`src/rtl/rr_mux_arbiter.sv`:
```
// rtl/rr_mux_arbiter.sv - two-source round-robin arbiter driving a 2:1 mux into a registered output stage
`timescale 1ns/1ps
module rr_mux_arbiter #(
  parameter int SIZE  = 1,
  parameter int CNT_W = 8
) (
  input  logic             CLK,
  input  logic             RST_N,
  input  logic [SIZE-1:0]  A_DATA,
  input  logic             A_VALID,
  output logic             A_READY,
  input  logic [SIZE-1:0]  B_DATA,
  input  logic             B_VALID,
  output logic             B_READY,
  output logic             SEL,
  output logic [SIZE-1:0]  OUT_DATA,
  output logic             OUT_SRC,
  output logic             OUT_VALID,
  input  logic             OUT_READY,
  output logic [CNT_W-1:0] CNT_A,
  output logic [CNT_W-1:0] CNT_B
);

  typedef enum logic {
    ST_EMPTY = 1'b0,
    ST_FULL  = 1'b1
  } state_e;

  localparam logic [CNT_W-1:0] CNT_MAX = {CNT_W{1'b1}};
  localparam logic [CNT_W-1:0] CNT_ONE = {{(CNT_W-1){1'b0}}, 1'b1};

  state_e           state_q;
  logic [SIZE-1:0]  out_data_q;
  logic             out_src_q;
  logic             last_q;
  logic [CNT_W-1:0] cnt_a_q, cnt_a_d;
  logic [CNT_W-1:0] cnt_b_q, cnt_b_d;

  logic             load_ok;
  logic             grant_vld;
  logic             grant_b;
  logic             sel;
  logic [SIZE-1:0]  mux_data;

  // Grant and select: the register may load when empty or draining; held off while in reset
  // so no handshake can complete during reset. On contention the source not granted last wins.
  always_comb begin
    load_ok   = RST_N & ((state_q == ST_EMPTY) | OUT_READY);
    grant_vld = load_ok & (A_VALID | B_VALID);
    grant_b   = B_VALID & (~A_VALID | ~last_q);
    sel       = grant_vld ? grant_b : last_q;
    mux_data  = sel ? B_DATA : A_DATA;
  end

  // Per-source saturating transfer counters: next-state
  always_comb begin
    cnt_a_d = cnt_a_q;
    cnt_b_d = cnt_b_q;
    if (grant_vld && !grant_b && (cnt_a_q != CNT_MAX)) cnt_a_d = cnt_a_q + CNT_ONE;
    if (grant_vld &&  grant_b && (cnt_b_q != CNT_MAX)) cnt_b_d = cnt_b_q + CNT_ONE;
  end

  // Output stage FSM: EMPTY/FULL with data, source tag and last-grant history registered
  always_ff @(posedge CLK or negedge RST_N) begin
    if (!RST_N) begin
      state_q    <= ST_EMPTY;
      out_data_q <= '0;
      out_src_q  <= 1'b0;
      last_q     <= 1'b1;
    end else begin
      case (state_q)
        ST_EMPTY: begin
          if (grant_vld) begin
            out_data_q <= mux_data;
            out_src_q  <= sel;
            last_q     <= sel;
            state_q    <= ST_FULL;
          end
        end
        ST_FULL: begin
          if (grant_vld) begin
            out_data_q <= mux_data;
            out_src_q  <= sel;
            last_q     <= sel;
          end else if (OUT_READY) begin
            state_q    <= ST_EMPTY;
          end
        end
        default: state_q <= ST_EMPTY;
      endcase
    end
  end

  // Counter registers
  always_ff @(posedge CLK or negedge RST_N) begin
    if (!RST_N) begin
      cnt_a_q <= '0;
      cnt_b_q <= '0;
    end else begin
      cnt_a_q <= cnt_a_d;
      cnt_b_q <= cnt_b_d;
    end
  end

  assign A_READY   = grant_vld & ~grant_b;
  assign B_READY   = grant_vld &  grant_b;
  assign SEL       = sel;
  assign OUT_DATA  = out_data_q;
  assign OUT_SRC   = out_src_q;
  assign OUT_VALID = (state_q == ST_FULL);
  assign CNT_A     = cnt_a_q;
  assign CNT_B     = cnt_b_q;

endmodule

```
`config.mk`:
```
export PLATFORM = sky130hd
export DESIGN_NAME = rr_mux_arbiter
export DESIGN_NICKNAME = d
export VERILOG_FILES = /design/src/rtl/rr_mux_arbiter.sv
export SDC_FILE = /design/constraint.sdc
export NUM_CORES = 1
export LEC_CHECK = 0
export ABC_AREA = 1
export CORE_MARGIN = 2
export CORE_UTILIZATION = 36
export CTS_CLUSTER_DIAMETER = 150
export DETAILED_ROUTE_END_ITERATION = 6
export PLACE_DENSITY = 0.68
export SLEW_MARGIN = 20
export SYNTH_ARGS = -nofsm -noshare
export SYNTH_HDL_FRONTEND = slang
export SYNTH_SLANG_ARGS = --single-unit
```
`constraint.sdc`:
```
create_clock -name CLK -period 3.6 [get_ports CLK]
set_input_delay 0.54 -clock CLK [delete_from_list [all_inputs] [get_ports CLK]]
set_output_delay 0.54 -clock CLK [all_outputs]
set_load 0.01 [all_outputs]
```
# Word-level counts from Yosys, hierarchy flattened

Index checks and enable logic that the tools add are counted.

Eq/ne operators: 2
Bitwise logic cells: 12
Multiplexer cells: 8
Add/sub/neg operators: 2
Reduce and logical (&&, ||, !) cells: 5

Operators with widths:

| kind                  | number |
|---|---|
| $add A8 B1 Y8 const B | 2 |
| $ne A8 B8 Y1 const B  | 2 |
| $mux W1               | 7 |
| $and A1 B1 Y1         | 5 |
| $logic_and A1 B1 Y1   | 4 |
| $not A1 Y1            | 4 |
| $or A1 B1 Y1          | 3 |
| $pmux W1 S2           | 1 |
| $logic_not A1 Y1      | 1 |

Logic and storage cells: 35
Output and inout port bits: 22
Input bits: 7
Register bits after elaboration: 20

# Depth between registers and ports, before layout

Gate-level depths: netlist of the first run.

Depth in word-level cells: 7
Gate-level depth with buffers: 8
Depth with buffers taken out: 8

# Worst setup path after synthesis of the first run

Ideal clock, no wire load.

Kind: input port to output port
Start: input B_VALID
End: output SEL
Slack: 1.872 ns
Stages on the path: 5
Data required time: 3.060 ns
Path buffers: 0
Arrival: 1.188 ns
Path through: nor2_1 -> nor2_2 -> nand3_1 -> inv_1 -> a21oi_1

Word-level cells in the longest chain between the ends: 3
Elaborated cells on any way between the ends: 4
Classes of those cells: 1 x mux; 3 x bitwise

Ends and longest elaborated chain:

| element       | line | RTL |
|---|---|---|
| from (decl)   | 13   | `input logic B_VALID,` |
| $or A1 B1 Y1  | 49   | `grant_vld = load_ok & (A_VALID \| B_VALID);` |
| $and A1 B1 Y1 | 49   |  |
| $mux W1 *     | 51   | `sel = grant_vld ? grant_b : last_q;` |
| to (decl)     | 15   | `output logic SEL,` |

Mark *: on every way between the ends. The rest lies on a longest branch, timed or not.

# Worst setup path in the final report of the first run

Start: input RST_N
End: output A_READY

Word-level cells in the longest chain between the ends: 3

Ends and longest elaborated chain:

| element       | line | RTL |
|---|---|---|
| from (decl)   | 8    | `input logic RST_N,` |
| $and A1 B1 Y1 | 48   | `load_ok = RST_N & ((state_q == ST_EMPTY) \| OUT_READY);` |
| $and A1 B1 Y1 | 49   |  |
| $and A1 B1 Y1 | 105  | `assign A_READY = grant_vld & ~grant_b;` |
| to (decl)     | 11   | `output logic A_READY,` |

Every way passes these cells.

==> summary.txt, run 1 <==
Outcome
  – Status: completed

Global routing
  – Pin count of the biggest net entering global routing: 21
  – Initial antenna violation count: 0
  – Tot GR Track Use: 0.1450
  – Vias in the first global route: 916
  – First-pass GRT wire length: 4091 um
  – Global route total overflow: 0

Floorplan
  – I/O pins: 29
  – Die area: 3777 um2
  – Core Area: 3103 um2
  – Rows: 20
  – Die height: 61.46 um
  – Initial core utilization: 0.3831
  – Die W: 61.46 um

Route
  – Initial drt markers: 26
  – Routed length per instance: 9.862 um
  – Post-DRT Antenna Nets: 0
  – DRC violations left: 0
  – Vias: 1075
  – DR vias/cell: 4.352
  – Final wirelength: 2436 um
  – DR pass1 iterations: 4

Setup path
  – CP peak stage delay: 0.56 ns
  – R2R Path End: CNT_B[3]$_DFFE_PN0P_
  – Worst path cell trace: clkdlybuf4s50_1 > inv_1 > nor2_2 > nand3_1 > inv_1 > clkdlybuf4s50_1
  – Reg2Reg Depth: 6
  – Critical path data arrival time: 2.14 ns
  – Worst r2r src: CNT_B[0]$_DFFE_PN0P_
  – Crit end category: output port
  – CP Max Fanout: 4
  – WS Path Type: input pin to output port
  – Critical Path Source Type: input pin
  – Slowest stage cell on the critical path: clkdlybuf4s50_1
  – CP required: 3.06 ns
  – FF-to-FF setup slack: 2.20 ns

Yosys
  – Simple-gate share of the synthesized area: 0.4189
  – Post-synthesis net count: 179
  – Post-synthesis sequential area ratio: 0.4221
  – Warnings, synthesis: 0
  – Mux cell area share after synthesis: 0
  – Synth Area in XOR/XNOR: 0.04421
  – Synth Instances: 170
  – Yosys reg bits: 20
  – Avg Cell Area, Syn: 6.992 um2
  – Largest family of logic cells by synthesized area: simple AND/OR/NAND/NOR gates
  – Unique cell type count in the Yosys netlist: 19
  – Post-Syn Area: 1189 um2
  – Compound-Gate Fraction of Synth Area: 0.02105
  – Adder-cell share of the synthesized area: 0.02105

Worst hold path
  – Class of the worst hold path: register to register
  – Hold Crit Depth: 2
  – Hold wc startpoint: OUT_SRC$_DFFE_PN0P_
  – Hold endpoint: OUT_SRC$_DFFE_PN0P_

STA
  – Final Hold Viols: 0
  – Total negative slack: 0 ns
  – WHS: 0.4967 ns
  – Skew final: 0.004291 ns
  – Slew @ Worst Pin: 0.3331 ns
  – RSZ-0062 raised after global routing: no
  – Fin. max-slew vios: 0
  – Worst rel slew slack: 0.7777
  – Max Clk Rate: 373.2 MHz
  – Setup violators final: 0
  – Min cycle time layout: 2.680 ns
  – Crit share post-route: 0.7444

Job
  – Max cap viols: 0

Power and ir drop
  – Static Leak: 0.8074 nW
  – Worst vdd ir: 368.7 uV
  – Power per Cell Area: 451.7 nW/um2

Placement
  – Hpwl dp: 1865 um
  – PortBufs: 28
  – Gpl congestion: 0.8009

Clock network
  – Clk pin slew, worst setup/hold paths: 0.11 ns
  – Bufs on Longest Clock Path: 2
  – CTS Buf Count: 3
  – Root Buffer: clkbuf_4
  – Skew-Pair Late Insertion Delay: 0.30 ns
  – Post-CTS Setup Bufs: 0
  – H-tree levels: 1
  – CTS resizes: 0
  – # hold bufs at CTS: 0
  – CTS tree: done
  – Sink Count: 20

Final layout
  – Antenna cells: 0
  – Post-layout net count: 213
  – # fillers: 315
  – Area delta synth->final: 31.89%
  – Share of cells above drive strength 1: 0.08374
registers in the layout, summed over array words and instances, names as in the netlist:
name	flops
last_q	1
CNT_B	8
CNT_A	8
OUT_VALID	1
OUT_DATA	1
OUT_SRC	1
cells in the mapped netlist:
master    instances  area (um2)
nor2_2            4       25.02
inv_1            22       82.58
nand4_1           3       18.77
xnor2_1           3       26.28
dfstp_2           1       26.28
o21ai_0           2       10.01
inv_2             1       3.750
nand2_2           2       12.51
nor2_1            6       22.52
a21oi_1           3       15.01
ha_1              2       25.02
nand2_1          85       319.1
nor2_4            1       11.26
xor2_1            3       26.28
nand3_2           2       20.02
nand2_4           1       11.26
nand3_1           7       35.03
dfrtp_1          19       475.5
nand3b_1          3       22.52
through the flow:
step | power, mW | cell area [um2] | util | setup WS (ns) | std cells
after floorplan | 0.4538 | 1189 | - | 1.872 | 170
after global placement | 0.5852 | 1531 | 0.4935 | 0.9501 | 243
after detailed placement | 0.5879 | 1531 | 0.4935 | 0.9131 | 243
after CTS | 0.7197 | 1568 | 0.5052 | 0.9085 | 247
after global routing | 0.7648 | 1568 | 0.5052 | 0.8343 | 247
final | 0.7082 | 1568 | 0.5052 | 0.9202 | 247
critical path, delay by kind of cell:
kind,cells,cell delay [ns]
buffers and inverters,4,1.35
AND/OR/NAND/NOR,2,0.25
cells in the final DEF, fill, tap and decap left out, drive strengths merged:
master | synthesis | final
nor2 | 11 | 11
xnor2 | 3 | 3
dfrtp | 19 | 19
nand3b | 3 | 3
dfstp | 1 | 1
a21oi | 3 | 3
clkdlybuf4s50 | 0 | 28
buf | 0 | 1
nand3 | 9 | 9
nand2 | 88 | 88
o21ai | 2 | 2
clkbuf | 0 | 4
ha | 2 | 2
nand4 | 3 | 3
xor2 | 3 | 3
inv | 23 | 23
layout make-up:
cell class / count / area [um2] / area share
repair buffers: 29 / 287.8 / 0.1836
multi-input cells: 127 / 600.6 / 0.3831
clock buffers: 4 / 36.28 / 0.02314
inverters: 23 / 86.33 / 0.05507
well taps: 44 / 55.05 / 0.03512
flip-flops and latches: 20 / 501.7 / 0.3200
where the power goes:
part / internal [mW] / leakage, nW / switching, mW / total (mW)
Combinational: 0.135 / 0.525 / 0.116 / 0.251
Sequential: 0.270 / 0.262 / 0.0578 / 0.328
Clock: 0.0617 / 0.0210 / 0.0673 / 0.129
worst max path at each step:
stage | from | to | depth (start not counted)
after CTS | RST_N | A_READY | 6
after floorplan | B_VALID | SEL | 5
after global placement | RST_N | A_READY | 6
after detailed placement | RST_N | A_READY | 6
after global routing | B_VALID | SEL | 7
final | RST_N | A_READY | 6
routing by layer:
metal	global-route usage	share of wire	up-vias
met5	0	0	-
met4	0.04559	0.011	0
met3	0.03151	0.043	2
met2	0.2264	0.45	20
met1	0.2016	0.49	472
li1	-	-	581
logic make-up (layout without fill, tap and decap cells):
| kind of cell | after synthesis | count (layout) |
|---|---|---|
| xor gates and xnor gates | 6 | 6 |
| DFF | 20 | 20 |
| buffers and inverters | 23 | 56 |
| AOI/OAI and AO/OA | 5 | 5 |
| adders and majority gates | 2 | 2 |
| and+or+nand+nor | 114 | 114 |
No activity file was read; power rests on OpenSTA's default activity.
==> run 2: changes to the inputs <==
Settings changed: PLACE_DENSITY 0.68 to 0.71.
Clock period 3.6 ns to 2.35 ns, I/O delays scaled along.
==> summary.txt, run 2 (synthesis results as in run 1) <==
Setup path
  – Worst path top cell family by delay: buffers and inverters
  – Slowest stage cell on the critical path: clkdlybuf4s50_1
  – Crit end category: output port
  – Critical Path Source Type: input pin
  – Buf/Inv on CP: 4
  – Critical path data arrival time: 1.88 ns
  – CP peak stage delay: 0.56 ns
  – CP required: 2.00 ns
  – WS Path Type: input pin to output port
  – Worst path cell trace: clkdlybuf4s50_1 > inv_1 > nor2_2 > nand3_1 > inv_1 > clkdlybuf4s50_1
  – CP Max Fanout: 4

Job
  – Max cap viols: 0

Final layout
  – Layout Cells excl Fill: 251
  – Post-layout net count: 217
  – Commonest non-fill, non-tap cell in the layout: nand2_1
  – Finished layout cell area: 1588 um2
  – Antenna cells: 0
  – # fillers: 323
  – Area delta synth->final: 33.58%
  – Most frequent cells in the layout: nand2_1 (85), clkdlybuf4s50_1 (28), inv_1 (22)
  – Share of cells above drive strength 1: 0.09662

STA
  – Fin. max-slew vios: 0
  – Worst rel slew slack: 0.7699
  – Crit share post-route: 0.9485
  – Final Hold Viols: 0
  – Total negative slack: 0 ns
  – RSZ-0062 raised after global routing: no
  – Min cycle time layout: 2.229 ns
  – Skew final: 0.008277 ns
  – Setup violators final: 0
  – Slew @ Worst Pin: 0.3448 ns
  – Max Clk Rate: 448.6 MHz

Placement
  – PortBufs: 28
  – Gpl congestion: 0.7722
  – DP Cell Count: 247
  – Hpwl dp: 1833 um
  – Area of placed instances: 1562 um2

Outcome
  – Status: completed

Clock network
  – H-tree levels: 1
  – CTS tree: done
  – Skew-Pair Late Insertion Delay: 0.30 ns
  – Post-CTS Setup Bufs: 0
  – Root Buffer: clkbuf_4
  – Bufs on Longest Clock Path: 2
  – # hold bufs at CTS: 0
  – Sink Count: 20
  – CTS Buf Count: 3
  – CTS resizes: 0
  – Clk pin slew, worst setup/hold paths: 0.10 ns

Global routing
  – First-pass GRT wire length: 4071 um
  – Tot GR Track Use: 0.1450
  – Global route total overflow: 0
  – Pin count of the biggest net entering global routing: 17
  – Initial antenna violation count: 0
  – Vias in the first global route: 905

Route
  – Initial drt markers: 34
  – DR vias/cell: 4.279
  – Final wirelength: 2466 um
  – Vias: 1074
  – DR pass1 iterations: 4
  – Post-DRT Antenna Nets: 0
  – Routed length per instance: 9.825 um
  – DRC violations left: 0

Power and ir drop
  – Power per Cell Area: 668.6 nW/um2
  – Static Leak: 0.8211 nW
  – Worst vdd ir: 401.4 uV

Worst hold path
  – Class of the worst hold path: input pin to asynchronous set/reset pin

Floorplan
  – Core Area: 3103 um2
  – I/O pins: 29
  – Die W: 61.46 um
  – Die height: 61.46 um
  – Die area: 3777 um2
  – Rows: 20
  – Initial core utilization: 0.3831
-- run 2: changes by cell type in the layout (fill, tap and decap cells not counted) --
cell	before	now
buf_4	1	5
clkbuf_1	0	1
clkbuf_8	1	0
-- run 2: final timing paths --
check / start / endpoint / slack [ns] / depth (start not counted)
setup reg to reg: last_q$_DFFE_PN1P_ / CNT_A[7]$_DFFE_PN0P_ / 0.86 / 7
max in group asynchronous: RST_N / last_q$_DFFE_PN1P_ / 1.58 / 2
hold reg to reg: OUT_SRC$_DFFE_PN0P_ / OUT_SRC$_DFFE_PN0P_ / 0.49 / 2
hold / removal: RST_N / CNT_B[4]$_DFFE_PN0P_ / 0.45 / 2
min in group CLK: OUT_SRC$_DFFE_PN0P_ / OUT_SRC$_DFFE_PN0P_ / 0.49 / 2
setup / recovery: RST_N / A_READY / 0.12 / 6
-- run 2: final cells by class --
| cell class | count | area, um2 | share of cell area |
|---|---|---|---|
| Multi-Input combinational cell | 127 | 600.6 | 0.3783 |
| Tap cell | 44 | 55.05 | 0.03467 |
| Clock buffer | 4 | 26.28 | 0.01655 |
| Inverter | 23 | 86.33 | 0.05437 |
| Timing Repair Buffer | 33 | 317.8 | 0.2002 |
| Sequential cell | 20 | 501.7 | 0.3160 |
-- run 2: report_power, final --
group	internal [mW]	switching, mW
combinational	0.211	0.181
sequential	0.414	0.0888
clock	0.0662	0.100
total	0.692	0.370
-- run 2: stage by stage --
stage / power (mW) / hold slack (ns) / setup slack (ns) / utilization
2_1_floorplan: 0.6951 / 0.05691 / 0.9417 / -
6_report: 1.062 / 0.4541 / 0.1210 / 0.5117
3_5_place_dp: 0.9031 / 0.4687 / 0.1274 / 0.5032
5_1_grt: 1.144 / 0.4578 / 0.0007225 / 0.5117
4_1_cts: 1.073 / 0.4549 / 0.1211 / 0.5117
3_3_place_gp: 0.9007 / 0.4701 / 0.1394 / 0.5032
-- run 2: layer usage --
metal	vias to the layer above	share of wire	global-route usage
met4	0	0.011	0.04559
met1	459	0.51	0.2134
met2	19	0.43	0.2082
li1	592	-	-
met3	4	0.048	0.03782
met5	-	0	0
-- run 2: worst reg2reg max path, delay by kind of cell, from the launching register on --
kind	cells	cell delay, ns
buf+inv	1	0.15
flops	1	0.54
simple gates	6	0.75
